**config.mk**
```make
export PLATFORM = sky130hd
export DESIGN_NAME = ibus_dbus_arbiter
export DESIGN_NICKNAME = d
export VERILOG_FILES = /design/src/rtl/ibus_dbus_arbiter.sv
export SDC_FILE = /design/constraint.sdc
export NUM_CORES = 1
export LEC_CHECK = 0
export BUFFER_PORTS_ARGS = -buffer_cell sky130_fd_sc_hd__buf_4
export CAP_MARGIN = 20
export CORE_AREA = 10 10 114 116
export DETAILED_ROUTE_END_ITERATION = 10
export DIE_AREA = 0 0 124 126
export HOLD_SLACK_MARGIN = 0.05
export PLACE_DENSITY_LB_ADDON = 0.3
export SLEW_MARGIN = 20
export SYNTH_ARGS = -nofsm -noshare
export SYNTH_HDL_FRONTEND = slang
export SYNTH_SLANG_ARGS = --single-unit
```
**constraint.sdc**
```tcl
create_clock -name clk -period 3.1 [get_ports clk]
set_input_delay 0 -clock clk [delete_from_list [all_inputs] [get_ports clk]]
set_output_delay 0 -clock clk [all_outputs]
set_load 0.03 [all_outputs]
```
**src/rtl/ibus_dbus_arbiter.sv**
```systemverilog
// 2-to-1 Avalon-MM arbiter (m0 = ibus, m1 = dbus) sharing one pipelined slave port, with
// an in-order read-id FIFO for response routing. Define ARB_ROUND_ROBIN_EN for alternating priority.
module ibus_dbus_arbiter #(
  parameter int AW              = 32,
  parameter int DW              = 32,
  parameter int MAX_OUTSTANDING = 4
) (
  input  logic                               clk,
  input  logic                               rst,
  input  logic                               m0_read,
  input  logic                               m0_write,
  input  logic [AW-1:0]                      m0_address,
  input  logic [DW-1:0]                      m0_writedata,
  input  logic [DW/8-1:0]                    m0_byteenable,
  output logic                               m0_waitrequest,
  output logic                               m0_readdatavalid,
  output logic [DW-1:0]                      m0_readdata,
  input  logic                               m1_read,
  input  logic                               m1_write,
  input  logic [AW-1:0]                      m1_address,
  input  logic [DW-1:0]                      m1_writedata,
  input  logic [DW/8-1:0]                    m1_byteenable,
  output logic                               m1_waitrequest,
  output logic                               m1_readdatavalid,
  output logic [DW-1:0]                      m1_readdata,
  output logic                               s_read,
  output logic                               s_write,
  output logic [AW-1:0]                      s_address,
  output logic [DW-1:0]                      s_writedata,
  output logic [DW/8-1:0]                    s_byteenable,
  input  logic                               s_waitrequest,
  input  logic                               s_readdatavalid,
  input  logic [DW-1:0]                      s_readdata,
  output logic [$clog2(MAX_OUTSTANDING):0]   outstanding,
  output logic                               err_unexpected_rsp
);

  localparam int PW = $clog2(MAX_OUTSTANDING);
  localparam int CW = PW + 1;
  localparam logic [PW-1:0] PTR_ONE = PW'(1);
  localparam logic [CW-1:0] CNT_ONE = CW'(1);
  localparam logic [CW-1:0] CNT_MAX = CW'(MAX_OUTSTANDING);

  logic                       lock_q, lock_d;
  logic                       gnt_id_q;
  logic [MAX_OUTSTANDING-1:0] fifo_q;
  logic [PW-1:0]              wr_ptr_q, rd_ptr_q;
  logic [CW-1:0]              count_q;
  logic                       err_q;
`ifdef ARB_ROUND_ROBIN_EN
  logic                       last_grant_q;
`endif

  logic req0_s, req1_s, gnt_valid_s, gnt_id_s;
  logic gnt_read_s, gnt_write_s, gnt_req_s, read_block_s;
  logic accept_s, push_s, pop_s, head_s;

  assign req0_s = m0_read | m0_write;
  assign req1_s = m1_read | m1_write;

  // While locked the registered grant is replayed; otherwise arbitrate this cycle's requests.
  always_comb begin
    gnt_valid_s = 1'b0;
    gnt_id_s    = 1'b0;
    if (lock_q) begin
      gnt_valid_s = 1'b1;
      gnt_id_s    = gnt_id_q;
    end else if (req0_s && req1_s) begin
      gnt_valid_s = 1'b1;
`ifdef ARB_ROUND_ROBIN_EN
      gnt_id_s    = ~last_grant_q;
`else
      gnt_id_s    = 1'b1;
`endif
    end else if (req1_s) begin
      gnt_valid_s = 1'b1;
      gnt_id_s    = 1'b1;
    end else if (req0_s) begin
      gnt_valid_s = 1'b1;
      gnt_id_s    = 1'b0;
    end else begin
      gnt_valid_s = 1'b0;
      gnt_id_s    = 1'b0;
    end
  end

  assign gnt_read_s   = gnt_valid_s & (gnt_id_s ? m1_read  : m0_read);
  assign gnt_write_s  = gnt_valid_s & (gnt_id_s ? m1_write : m0_write);
  assign gnt_req_s    = gnt_read_s | gnt_write_s;
  // A pop in the same cycle does not free a slot for the blocked read.
  assign read_block_s = gnt_read_s & (count_q == CNT_MAX);

  assign s_read       = gnt_read_s & ~read_block_s;
  assign s_write      = gnt_write_s;
  assign s_address    = gnt_id_s ? m1_address    : m0_address;
  assign s_writedata  = gnt_id_s ? m1_writedata  : m0_writedata;
  assign s_byteenable = gnt_id_s ? m1_byteenable : m0_byteenable;

  assign m0_waitrequest = ~(gnt_valid_s & ~gnt_id_s) | s_waitrequest | read_block_s;
  assign m1_waitrequest = ~(gnt_valid_s &  gnt_id_s) | s_waitrequest | read_block_s;

  assign accept_s = (s_read | s_write) & ~s_waitrequest;
  assign push_s   = accept_s & s_read;
  assign pop_s    = s_readdatavalid & (count_q != {CW{1'b0}});
  assign head_s   = fifo_q[rd_ptr_q];
  assign lock_d   = gnt_req_s & (s_waitrequest | read_block_s);

  assign m0_readdatavalid   = pop_s & ~head_s;
  assign m1_readdatavalid   = pop_s &  head_s;
  assign m0_readdata        = s_readdata;
  assign m1_readdata        = s_readdata;
  assign outstanding        = count_q;
  assign err_unexpected_rsp = err_q;

  // Lock/grant, read-id FIFO, occupancy and sticky error state.
  always_ff @(posedge clk or posedge rst) begin
    if (rst) begin
      lock_q   <= 1'b0;
      gnt_id_q <= 1'b0;
      fifo_q   <= {MAX_OUTSTANDING{1'b0}};
      wr_ptr_q <= {PW{1'b0}};
      rd_ptr_q <= {PW{1'b0}};
      count_q  <= {CW{1'b0}};
      err_q    <= 1'b0;
`ifdef ARB_ROUND_ROBIN_EN
      last_grant_q <= 1'b0;
`endif
    end else begin
      lock_q   <= lock_d;
      gnt_id_q <= gnt_id_s;
      if (push_s) begin
        fifo_q[wr_ptr_q] <= gnt_id_s;
        wr_ptr_q         <= wr_ptr_q + PTR_ONE;
      end
      if (pop_s) begin
        rd_ptr_q <= rd_ptr_q + PTR_ONE;
      end
      case ({push_s, pop_s})
        2'b10:   count_q <= count_q + CNT_ONE;
        2'b01:   count_q <= count_q - CNT_ONE;
        default: count_q <= count_q;
      endcase
      if (s_readdatavalid && (count_q == {CW{1'b0}})) begin
        err_q <= 1'b1;
      end
`ifdef ARB_ROUND_ROBIN_EN
      if (accept_s) begin
        last_grant_q <= gnt_id_s;
      end
`endif
    end
  end

endmodule

```
Word-level counts from Yosys, hierarchy flattened
Index checks and enable logic that the tools add are counted.
{"block": "op_classes", "bitwise_logic": 27, "n_lt_le_gt_ge": 3, "n_mux": 18, "eq_ne": 3, "add_sub_neg": 4, "reduce_logical": 6}
{"operator": "$mux W32", "count": 2}
{"operator": "$and A1 B1 Y1", "count": 12}
{"operator": "$mux W1", "count": 11}
{"operator": "$or A1 B1 Y1", "count": 9}
{"operator": "$lt A2 B3 Y1 const B", "count": 2}
{"operator": "$not A1 Y1", "count": 6}
{"operator": "$pmux W3 S2", "count": 1}
{"operator": "$add A2 B1 Y2 const B", "count": 2}
{"operator": "$bwmux W4", "count": 1}
{"operator": "$mux W4", "count": 1}
{"operator": "$add A3 B1 Y3 const B", "count": 1}
{"operator": "$eq A3 B3 Y1 const B", "count": 1}
{"operator": "$logic_and A1 B1 Y1", "count": 3}
{"operator": "$logic_not A3 Y1", "count": 1}
{"operator": "$reduce_bool A3 Y1", "count": 1}
{"operator": "$sub A3 B1 Y3 const B", "count": 1}
{"operator": "$bmux W1 S2", "count": 1}
{"operator": "$demux W1 S2", "count": 1}
{"operator": "$eq A2 B1 Y1 const B", "count": 1}
{"operator": "$eq A2 B2 Y1 const B", "count": 1}
{"operator": "$ge A2 B1 Y1 const B", "count": 1}
{"operator": "$reduce_bool A2 Y1", "count": 1}
{"block": "totals", "input_bits": 176, "ff_bits": 14, "word_cells": 68}

Longest topological paths before layout
Gate-level depths: netlist (run 1).
{"block": "depth", "word_depth": 14, "depth_mapped": 10, "depth_no_buf": 9}

Worst setup path before layout (run 1)
OpenSTA, ideal clock, no wires.
{"block": "synth_path", "path_kind": "flip-flop to flip-flop", "start": "register count_q[1] (netlist: outstanding[1])", "end": "register count_q[2] (netlist: outstanding[2])", "path_slack_ps": 879, "required_ps": 2964, "arrival_time_ps": 2084, "stages_incl_launch_ff": 11, "cell_sequence": "dfrtp_1 > inv_1 > and3_1 > clkbuf_1 > or3_4 > ha_1 > inv_1 > fa_1 > xor2_1 > nor2_1 > xor2_1"}
{"block": "synth_via", "elab_chain_len": 9}
{"item": "start: declaration", "line_no": "48", "rtl": "logic [CW-1:0] count_q;"}
{"item": "start signal: assignment", "line_no": "123", "rtl": "count_q <= {CW{1'b0}};"}
{"item": "start signal: assignment", "line_no": "139", "rtl": "2'b10: count_q <= count_q + CNT_ONE;"}
{"item": "start signal: assignment", "line_no": "140", "rtl": "2'b01: count_q <= count_q - CNT_ONE;"}
{"item": "$eq A3 B3 Y1", "line_no": "91", "rtl": "assign read_block_s = gnt_read_s & (count_q == CNT_MAX);"}
{"item": "$and A1 B1 Y1", "line_no": "91"}
{"item": "$not A1 Y1", "line_no": "93", "rtl": "assign s_read = gnt_read_s & ~read_block_s;"}
{"item": "$and A1 B1 Y1", "line_no": "93"}
{"item": "$or A1 B1 Y1", "line_no": "102", "rtl": "assign accept_s = (s_read | s_write) & ~s_waitrequest;"}
{"item": "$and A1 B1 Y1", "line_no": "102"}
{"item": "$and A1 B1 Y1", "line_no": "103", "rtl": "assign push_s = accept_s & s_read;"}
{"item": "$eq A2 B1 Y1 or $eq A2 B2 Y1 (tied branches)", "line_no": "138", "rtl": "case ({push_s, pop_s})"}
{"item": "$pmux W3 S2 or $reduce_bool A2 Y1 (tied branches)"}
Parallel ways exist; a longest one is shown, timed or not.
A chain may end at the register's enable or synchronous reset.

Final worst setup path (run 1)
{"block": "layout_path", "start": "register lock_q", "end": "register count_q[2] (netlist: outstanding[2])"}
{"block": "layout_via", "elab_chain_len": 11}
{"item": "start: declaration", "line_no": "44", "rtl": "logic lock_q, lock_d;"}
{"item": "start signal: assignment", "line_no": "129", "rtl": "lock_q <= lock_d;"}
{"item": "$mux W1", "line_no": "65", "rtl": "if (lock_q) begin"}
{"item": "$mux W1", "line_no": "87", "rtl": "assign gnt_read_s = gnt_valid_s & (gnt_id_s ? m1_read : m0_read);"}
{"item": "$and A1 B1 Y1", "line_no": "87"}
{"item": "$and A1 B1 Y1", "line_no": "91"}
{"item": "$not A1 Y1", "line_no": "93"}
{"item": "$and A1 B1 Y1", "line_no": "93"}
{"item": "$or A1 B1 Y1", "line_no": "102"}
{"item": "$and A1 B1 Y1", "line_no": "102"}
{"item": "$and A1 B1 Y1 (*)", "line_no": "103"}
{"item": "$eq A2 B1 Y1 or $eq A2 B2 Y1 (tied branches)", "line_no": "138"}
{"item": "$pmux W3 S2 or $reduce_bool A2 Y1 (tied branches)"}
{"item": "end signal: assignment", "line_no": "139"}
{"item": "end signal: assignment", "line_no": "140"}
{"item": "end signal: assignment", "line_no": "141", "rtl": "default: count_q <= count_q;"}
Mark *: on every way between the ends. The rest lies on a longest branch, timed or not.

==> results of run 1 <==
[power breakdown]
group / internal [mW] / leakage [nW] / total [mW] / switching, mW
sequential: 0.269 / 0.156 / 0.339 / 0.0697
combinational: 0.670 / 1.70 / 1.50 / 0.827
clock: 0.112 / 0.0288 / 0.180 / 0.0673
total: 1.05 / 1.88 / 2.02 / 0.964
[path summary, 6_finish.rpt]
kind | startpoint | end | slack [ps] | cells past startpoint
setup / recovery | lock_q | outstanding[2] | 790 | 9
hold / removal | s_waitrequest | wr_ptr_q[0] | 120 | 3
setup reg to reg | lock_q | outstanding[2] | 790 | 9
hold reg to reg | err_unexpected_rsp | err_unexpected_rsp | 460 | 1
max in group asynchronous | rst | err_unexpected_rsp | 2400 | 3
min in group asynchronous | rst | wr_ptr_q[1] | 350 | 3
[cells in the mapped netlist, drive strengths merged]
library cell / n
xor2: 2
and3: 1
o21ba: 1
a21oi: 1
o31a: 1
a21o: 1
a22oi: 1
or3: 1
o21ai: 1
mux2: 73
dfrtp: 14
nand2b: 2
inv: 7
nor4b: 4
a22o: 2
nand2: 3
mux2i: 2
mux4: 1
and2: 1
nor3: 1
o41ai: 1
fa: 1
nor2: 4
clkbuf: 1
buf: 72
xnor2: 4
ha: 5
[routing by layer]
layer,global-route usage [%],routed length [um],up-vias
met5,0,0,-
met4,1.287,44,0
met3,3.843,1172,4
met2,23.79,5913,169
met1,12.89,4042,1017
li1,-,-,1028
[critical path: cells and delay by family (launching register included)]
family | cells | cell delay, ps
DFF | 1 | 450
xor gates and xnor gates | 2 | 310
adders and majority gates | 2 | 550
and+or+nand+nor | 3 | 520
buffers and inverters | 1 | 60
AOI/OAI and AO/OA | 1 | 350
[through the flow]
step | worst slack, ps | power (mW)
detailed placement | 811.3 | 1.721
finish | 788.1 | 2.016
global placement | 885.6 | 1.711
floorplan | 879.3 | 1.343
CTS | 783.6 | 2.046
global route | 637.4 | 2.136
[registers in the layout, indices dropped and copies added (netlist names)]
| register | count |
|---|---|
| gnt_id_q | 1 |
| outstanding | 3 |
| lock_q | 1 |
| rd_ptr_q | 2 |
| err_unexpected_rsp | 1 |
| fifo_q | 4 |
| wr_ptr_q | 2 |
[cell families after synthesis]
kind of cell               count (synthesis)  synth area share, %
adders and majority gates                  6                3.945
muxes                                     76                41.66
xor gates and xnor gates                   6                2.510
DFF                                       14                16.74
AOI/OAI and AO/OA                          9                3.646
buffers and inverters                     80                26.60
and+or+nand+nor                           17                4.901
[cell type report]
cell class	instances	area [um2]	area share, %
clock buffer	4	55.05	1.441
inverter	7	26.28	0.6878
multi-input combinational	114	1194	31.25
sequential	14	350.3	9.171
tap	140	175.2	4.586
timing repair buffer	256	2019	52.87
[timing repair]
item | in CTS | in global routing
hold endpoints to repair | 79 | 0
setup buffers | 0 | 0
hold buffers | 34 | 0
==> results by stage, run 1 <==
Run status:
- The run finished with clean final reports.

Clock network:
- The clock reaches the later pin of the worst-skew pair after 250 ps.
- The buffer depth of the longest clock path is 2.
- The tree built by TritonCTS fans out to 14 sinks.
- The CTS tree is built.
- The buffer type at the clock tree root is sky130_fd_sc_hd__clkbuf_8.
- Clock-pin slew was measured on the worst setup and hold paths at 60 ps.
- The depth of the CTS H-tree is 1.
- The count of cells resized by post-cts repair is 0.
- In this run, CTS created clock tree buffers numbering 3.

Drt:
- The remaining routing DRC violations is 0.
- The total number of vias is 2,218.
- The routed design has 11.17 mm of wire.
- For this block, the initial DRC count from the detailed router was 40.
- The number of optimization iterations in the first detailed-route pass is 4.
- The number of antenna-violating nets in the routed design is 0.
- The routed via count divided by cell count is 4.146.
- The post-detailed-route wirelength per cell is 20.88 um.

Timing:
- For the final database, setup skew stands at 3.080 ps.
- Setup violations remaining at the end of the flow were counted as 0.
- For the pin with the worst max-slew slack, the measured transition is 698.0 ps.
- The minimum period implied by the final worst setup slack is 2312 ps.
- The total count of max-transition violations in the final report is 0.
- Setup repair after global routing left no endpoint under its margin.
- The worst pin sits at a relative slew slack of 53.31%.
- The accumulated negative setup slack is 0 ps.
- Dividing the final minimum period by the clock period gives 74.58%.
- The final hold violation count is 0.
- Hold timing on the final database bottoms out at a slack of 120.5 ps.
- The maximum clock frequency is 432.5 MHz.

Layout:
- For this run, the post-layout net count is 578.
- The antenna diode count is 0.
- The finished layout cell area is 3820 um2.
- In the layout the commonest cells are sky130_fd_sc_hd__buf_4, sky130_fd_sc_hd__mux2_2, sky130_fd_sc_hd__dlygate4sd3_1.
- Leaving out fill and tap cells, the most frequent cell in the layout is sky130_fd_sc_hd__buf_4.
- Of the cells placed in the final design, the portion with a size suffix greater than 1 is 77.47%.
- The final cell count without fillers is 535.
- From synthesis to final layout, the design area changed by 82.49%.
- Fill cells in the final layout number 1,052.
- The utilization of the core after routing is 35.71%.

Synth:
- Sequential cells were found to cover 16.74% of the synthesized design area.
- The proportion of netlist area held by the largest area contributor is 38.73%.
- The cell count after synthesis came out at 208.
- The synthesized cell area is 2093 um2.
- During synthesis, Yosys emitted a total of 0 warnings.
- The synthesized netlist contains 32 unique library cells.
- The number of nets produced by synthesis is 390.
- sky130_fd_sc_hd__mux2_2 takes more of the synthesized area than any other cell.
- By area the synthesized netlist is led by sky130_fd_sc_hd__mux2_2, sky130_fd_sc_hd__buf_4, sky130_fd_sc_hd__dfrtp_1.
- The mean instance size in the synthesized netlist is 10.06 um2.
- The post-synthesis sequential element count is 14.

Floorplanning:
- The placeable core region is 10,700 um2.
- The initial utilization of the core area, before any placement, comes to 19.57%.
- Row generation in the floorplan step produced 38 rows.
- The floorplan step set the die height to 126 um.
- The floorplan step defined a die boundary enclosing 15,620 um2.
- For this design the top-level I/O count stands at 318.
- The x dimension of the die is 124 um.

Global routing:
- The initial antenna violation count came to 0.
- The maximum number of pins on one net before global-route repair is 46.
- The via count of the first global-routing pass is 2,494.
- The first-pass GRT wire length is 15.08 mm.
- Global routing consumed, over all layers together, 12.32% of the routing resources.
- The total global routing overflow is 0.

Worst setup path:
- The category of the critical setup timing path is register to register.
- The critical path goes through nand2b_1 -> a22oi_2 -> or3_4 -> ha_1 -> inv_1 -> fa_1 -> xor2_1 -> nor2_1 -> xor2_1.
- The critical-path maximum fanout is 6.
- The endpoint type of the worst setup path is a register.
- At the worst endpoint, the required time is 3270 ps.
- STA classifies the critical path startpoint as a register.
- On the critical path, the stage with the largest delay is an instance of sky130_fd_sc_hd__dfrtp_1.
- Among the stages of the critical path, the cell type that occurs most often is sky130_fd_sc_hd__xor2_1.
- The delay of the slowest cell on the worst path is 450 ps.
- The signal arrival time at the worst endpoint is 2480 ps.

Placed design:
- Routability-driven placement finished with a final weighted congestion of 0.8306.
- The cell area after placement is 3425 um2.
- The detailed placement HPWL is 9.379 mm.
- Including well taps, the total number of placed cells is 497.
- The number of port buffers is 221.

Power:
- The analysis attributes to cell leakage a power of 1.884 nW.
- In this run the power density over the cells is 527.7 nW/um2.
- The worst IR drop on VDD is 0.4325 mV.

Run:
- The count of max-cap constraint violations is 0.

Min path:
- The worst min-delay path category is primary input to register.
Power figures use the tool's default switching activity.
==> inputs of run 2 (changes only) <==
Clock period 3.1 ns to 2.2 ns, I/O delays scaled along.
==> run 2 against run 1 <==
Worst hold slack better by 38 ps. Clock power increased by 41%. Total power up 45%.
==> results by stage, run 2 (synthesis results as in run 1) <==
Timing:
- Setup repair after global routing could not meet its margin everywhere.
- The final hold violation count came to 0.
- For the pin with the worst max-slew slack, the measured transition is 664.3 ps.
- In this run the tightest slew margin relative to its limit is 55.57%.
- Setup slack closes at 134.3 ps.
- The final-report setup violation count is 0.
- The total count of max-transition violations in the final report is 0.
- The worst clock skew is 2.505 ps.
- On the final layout, the worst hold slack is 158.6 ps.
- The worst path uses 93.90% of the clock period.
- For the finished layout, the period the worst path requires is 2066 ps.
- The maximum clock frequency is 484.1 MHz.

Drt:
- In the routed design, unresolved DRC markers number 0.
- The number of optimization iterations in the first detailed-route pass is 4.
- The total number of vias is 2,216.
- The count of nets left with antenna violations once routing finished came out at 0.
- The routed via count divided by cell count is 4.089.
- The sum of routed wire length over all layers is 11.59 mm.
- After detailed routing, the average wire length per cell comes to 21.37 um.
- The number of DRC markers after the initial detailed-route iteration is 65.

Layout:
- The area taken by flip-flops and latches is 352.8 um2.
- The fraction of layout instances using a drive strength above 1 is 79.10%.
- Leaving out fill and tap cells, the most frequent cell in the layout is sky130_fd_sc_hd__buf_4.
- The area growth from synthesis to layout is 86.85%.
- The register with the most flip-flops in the layout has 4 of them.
- For this run, the post-layout net count is 585.
- The utilization of the core after routing is 36.56%.
- The final cell count without fillers is 542.
- In the layout the commonest cells are sky130_fd_sc_hd__buf_4, sky130_fd_sc_hd__mux2_2, sky130_fd_sc_hd__dlygate4sd3_1.
- The filler cells instantiated in the layout total 1,065.
- The antenna diode count is 0.
- In the final layout, the multi-input gates occupy 1217 um2.
- The register with the highest flop count is fifo_q.

Floorplanning:
- Pin placement for this block handled 318 I/O pins.
- The core region is 10,700 um2.
- Once the floorplan was initialized, standard cells occupied 19.57% of the core.
- The x dimension of the die is 124 um.
- The die is 126 um tall.
- The die outline area is 15,620 um2.
- The site row count is 38.

Run status:
- The flow ran to the end, and the final reports show no timing, DRC or antenna violations.

Clock network:
- After clock tree synthesis, the clock-pin slew on the worst setup and hold paths is 60 ps.
- The buffer type at the clock tree root is sky130_fd_sc_hd__clkbuf_8.
- The buffer depth of the longest clock path is 2.
- Buffers inserted during clock tree synthesis total 3.
- The depth of the CTS H-tree is 1.
- TritonCTS built the clock tree.
- For this design, the sink count on the clock tree is 14.
- The source-to-sink clock delay at the later pin of the worst-skew pair is 250 ps.

Run:
- The count of max-cap constraint violations is 0.

Worst setup path:
- The critical path is of the register to register type.
- The signal arrival time at the worst endpoint is 2200 ps.
- Along the worst path, the maximum fanout reaches 5.
- STA classifies the critical path endpoint as a register.
- The worst setup path is launched from a register.
- STA puts the critical path data required time at 2330 ps.

Global routing:
- The initial antenna violation count came to 0.
- The first-pass GRT wire length is 15.70 mm.
- The via count of the first global-routing pass is 2,482.
- Entering global routing, the biggest net connects 40 pins.
- The global-route total usage across every layer is 12.97%.
- For this run the aggregate overflow at the end of global routing stands at 0.

Power:
- In this run the static leakage power is 1.921 nW.
- For this design the ratio of total power to cell area is 747.5 nW/um2.
- The worst-case IR drop observed on VDD is 0.6892 mV.
- Total power for the finished layout comes to 2.924 mW.

Placed design:
- The post-placement worst setup slack is 33.96 ps.
- The final weighted congestion of routability-driven global placement is 0.7662.
- The number of port buffers is 221.
- Summed over all nets, the half-perimeter wirelength after detailed placement is 9.356 mm.
- The number of cells after detailed placement is 501.

Min path:
- The worst hold path belongs to the class primary input to register.
==> run 2: metal layers <==
metal	vias to the layer above	share of wire (%)	global-route usage [%]
met3	6	11	4.692
met1	1007	36	14.14
met5	-	0	0
met2	158	52	23.92
met4	0	0.50	1.355
li1	1045	-	-
==> run 2: timing repair <==
item / 4_1_cts / 5_1_grt
resized for setup: 0 / 6
endpoints found under the hold margin: 79 / 0
setup endpoints to repair: 0 / 2
hold buffers: 34 / 0
setup buffers: 0 / 3
==> run 2: cell type report <==
cell class / count / share of cell area [%]
Timing Repair Buffer: 263 / 53.29
Clock buffer: 4 / 1.408
Tap cell: 140 / 4.479
Multi-Input combinational cell: 114 / 31.13
Inverter: 7 / 0.6718
Sequential cell: 14 / 9.021
==> run 2: per-stage QoR <==
stage | TNS, ps | cell area [um2]
after floorplan | 0 | 2095
after global placement | 0 | 3468
after detailed placement | 0 | 3468
after CTS | 0 | 3864
after global routing | -13.41 | 3911
final | 0 | 3911
==> run 2: worst max-delay path: stages (launching register included) <==
cell and delay, ps:
sky130_fd_sc_hd__dfrtp_2 420, sky130_fd_sc_hd__mux2i_4 260, sky130_fd_sc_hd__a22oi_2 90, sky130_fd_sc_hd__or3_4 410, sky130_fd_sc_hd__ha_4 170, sky130_fd_sc_hd__inv_2 50, sky130_fd_sc_hd__fa_2 190, sky130_fd_sc_hd__xor2_1 130
sky130_fd_sc_hd__nor2_1 70, sky130_fd_sc_hd__xor2_1 150
==> run 2: power by group <==
| part | total [mW] | switching, mW | internal [mW] |
|---|---|---|---|
| sequential | 0.493 | 0.110 | 0.382 |
| clock | 0.254 | 0.0955 | 0.159 |
| combinational | 2.18 | 1.17 | 1.00 |
==> run 2: path summary, 6_finish.rpt <==
kind                                     from  slack, ps  cells after the start            endpoint
max                                    lock_q        130                      9      outstanding[2]
min                                  m0_write        160                      3              lock_q
max reg2reg                            lock_q        130                      9      outstanding[2]
min reg2reg                err_unexpected_rsp        460                      1  err_unexpected_rsp
max in group asynchronous                 rst       1420                      3      outstanding[1]
min in group asynchronous                 rst        370                      3            gnt_id_q
==> inputs of run 3 (changes only) <==
Clock period 2.2 ns to 2.3 ns, I/O delays scaled along.
==> run 3 against run 2 <==
Total power is 7.0% lower. Sequential share of layout area is 0.096 points higher. Sequential power is 7.1% lower. Wire length is 5.1% lower. Register-to-register slack about the same. Clock skew up 4.2 ps. Combinational power is 7% lower. Flip-flop and latch count stayed put. Largest cell class unchanged. Cell count decreased by 0.74%.
==> results by stage, run 3 (synthesis results as in run 1) <==
Global routing:
- The first global-routing pass estimated 14.86 mm of wire.
- For this run, the total global-route usage over all layers was measured as 12.23%.
- The via count of the first global-routing pass is 2,428.
- The total global routing overflow is 0.
- The initial antenna violation count came to 0.
- Entering global routing, the biggest net connects 71 pins.

Run status:
- The flow ran to the end, and the final reports show no timing, DRC or antenna violations.

Power:
- Combinational cells account for 74.2% of the total power.
- The total power consumption of the routed design is 2.719 mW.
- The power per cell area is 707.6 nW/um2.
- For this design the total switching power over the nets is 1.294 mW.
- The internal power component is 1.425 mW.
- The part of the power in the clock network is 9.0%.
- In this run the static leakage power is 1.897 nW.
- Net switching is 47.59% of the power.
- The fraction of power consumed by sequential logic is 16.8%.
- The worst IR drop on VDD is 0.6133 mV.

Worst setup path:
- The family with the most delay on the worst path is simple AND/OR/NAND/NOR gates.
- The critical path in this run is classified as register to register.
- The critical path runs through a total of 9 cells.
- The critical path goes through mux2i_2 -> a22oi_2 -> or3_4 -> ha_1 -> inv_1 -> fa_1 -> xor2_1 -> nor2_1 -> xor2_1.
- The highest-delay cell along the critical path is sky130_fd_sc_hd__dfrtp_1.
- The worst setup path is launched from a register.
- In this run the worst path has a maximum fanout of 5.
- The most numerous cell type found on the critical path is sky130_fd_sc_hd__xor2_1.
- For the worst flop-to-flop path, the logic depth is 9.
- In this design, the stage delay of the slowest critical-path cell is 430 ps.
- The endpoint type of the worst setup path is a register.
- The number of buffer and inverter instances along the worst setup path is 1.
- The data required time of the worst path is 2430 ps.
- Data arrives at the worst endpoint at 2280 ps.

Timing:
- Setup repair after global routing left no endpoint under its margin.
- The final cycle utilization of the critical path is 93.65%.
- The worst path needs 2154 ps of the cycle, external delays included.
- The final hold violation count is 0.
- The worst clock skew is 6.705 ps.
- The final-report setup violation count is 0.
- The slew at the pin with the worst max-slew slack is 699.3 ps.
- The maximum clock frequency is 464.3 MHz.
- The total count of max-transition violations in the final report is 0.
- For the final routed database, the setup TNS stands at 0 ps.
- Measured against its own limit, the worst slew margin works out to 53.23%.

Clock network:
- The buffer type at the clock tree root is sky130_fd_sc_hd__clkbuf_8.
- The source-to-sink clock delay at the later pin of the worst-skew pair is 250 ps.
- In this run the deepest clock path goes through 2 buffers.
- The number of buffers created by CTS is 3.
- Counting every sink on the clock net gives 14.
- The count of cells resized by post-cts repair is 0.
- The depth of the CTS H-tree is 1.
- The CTS tree is built.
- The clock transition at the registers of the reported paths is 60 ps.

Drt:
- The post-detailed-route wirelength per cell is 20.44 um.
- Once detail routing completed, the nets flagged for antenna violations numbered 0.
- After detailed routing, the number of remaining DRC violations is 0.
- After detailed routing, the number of vias per cell comes to 4.084.
- After the first detailed-routing iteration, the DRC count stood at 42.
- The first detailed-routing pass ran for 4 iterations.
- Summed over all layers, the routed wires come to 11.00 mm.
- The total number of vias is 2,197.

Floorplanning:
- The total area inside the core boundary comes to 10,700 um2.
- The floorplan has 38 rows.
- The height of the chip is 126 um.
- The die covers 15,620 um2.
- The effective utilization at floorplan is 19.57%.
- The number of ports placed on the die boundary is 318.
- The x dimension of the die is 124 um.

Layout:
- The area growth from synthesis to layout is 83.56%.
- The most common cell after layout, fill and taps aside is sky130_fd_sc_hd__buf_4.
- The number of antenna diodes in the final layout is 0.
- The net total in the final layout is 581.
- The finished layout cell area is 3842 um2.
- The register with the highest flop count is fifo_q.
- The total area of multi-input combinational cells is 1194 um2.
- The fraction of layout instances using a drive strength above 1 is 77.64%.
- The flip-flop count of the largest register, all copies and words added is 4.
- The library cells used most frequently in the layout, excluding fill and tap cells, are sky130_fd_sc_hd__buf_4, sky130_fd_sc_hd__mux2_2, sky130_fd_sc_hd__dlygate4sd3_1.
- Registers take 350.3 um2.
- The filler cell count is 1,074.

Placed design:
- The cell area after placement is 3447 um2.
- At the end of routability-driven placement, the weighted congestion stood at 0.8219.
- The detailed placement HPWL is 9.162 mm.
- The number of port buffers is 221.

Min path:
- The worst hold path depth is 3.
- The worst min-delay path category is primary input to register.

Run:
- The count of max-cap constraint violations is 0.
run 3: worst paths after layout:
kind / start / endpoint / slack [ps]
min in group asynchronous: rst / outstanding[1] / 350
worst min-delay path: s_waitrequest / wr_ptr_q[0] / 110
max in group asynchronous: rst / gnt_id_q / 1580
worst min register to register: err_unexpected_rsp / err_unexpected_rsp / 460
worst max register to register: lock_q / outstanding[2] / 150
worst max-delay path: lock_q / outstanding[2] / 150
run 3: worst min-delay path, cell delays in order:
cell and delay (ps):
sky130_fd_sc_hd__buf_4 120, sky130_fd_sc_hd__or3_4 150, sky130_fd_sc_hd__xnor2_1 60
run 3: power by group through the flow:
stage / clock network (mW) / logic, mW / registers, mW
after floorplan: 0 / 1.29 / 0.515
after detailed placement: 0 / 1.86 / 0.462
after global placement: 0 / 1.86 / 0.462
after CTS: 0.256 / 2.05 / 0.459
final: 0.244 / 2.02 / 0.458
after global routing: 0.268 / 2.15 / 0.477
run 3: cell type report:
class	count	area share, %
Timing Repair Buffer	259	53.14
Multi-Input combinational cell	114	31.06
Tap cell	140	4.559
Clock buffer	4	1.433
Inverter	7	0.6838
Sequential cell	14	9.118
run 3: stage by stage:
step / utilization, % / setup slack, ps / hold WS, ps / std cells
3_3_place_gp: 32.22 / 187.5 / 0.3013 / 500
6_report: 35.92 / 146.1 / 113.7 / 538
3_5_place_dp: 32.22 / 162.9 / 0.3013 / 500
5_1_grt: 35.92 / 46.15 / 128.2 / 538
4_1_cts: 35.92 / 144.3 / 104.7 / 538
2_1_floorplan: - / 79.32 / -110.8 / 208
run 3: what timing repair did:
| action | in CTS | in global routing |
|---|---|---|
| hold buffers | 34 | 0 |
| hold endpoints to repair | 79 | 0 |
| buffers inserted | 0 | 0 |
run 3: routing by layer:
metal	wire length, um	GRT usage, %	vias up
li1	-	-	1035
met5	0	0	-
met1	3978	13.15	983
met2	5663	22.64	170
met4	86	1.491	0
met3	1268	4.468	9
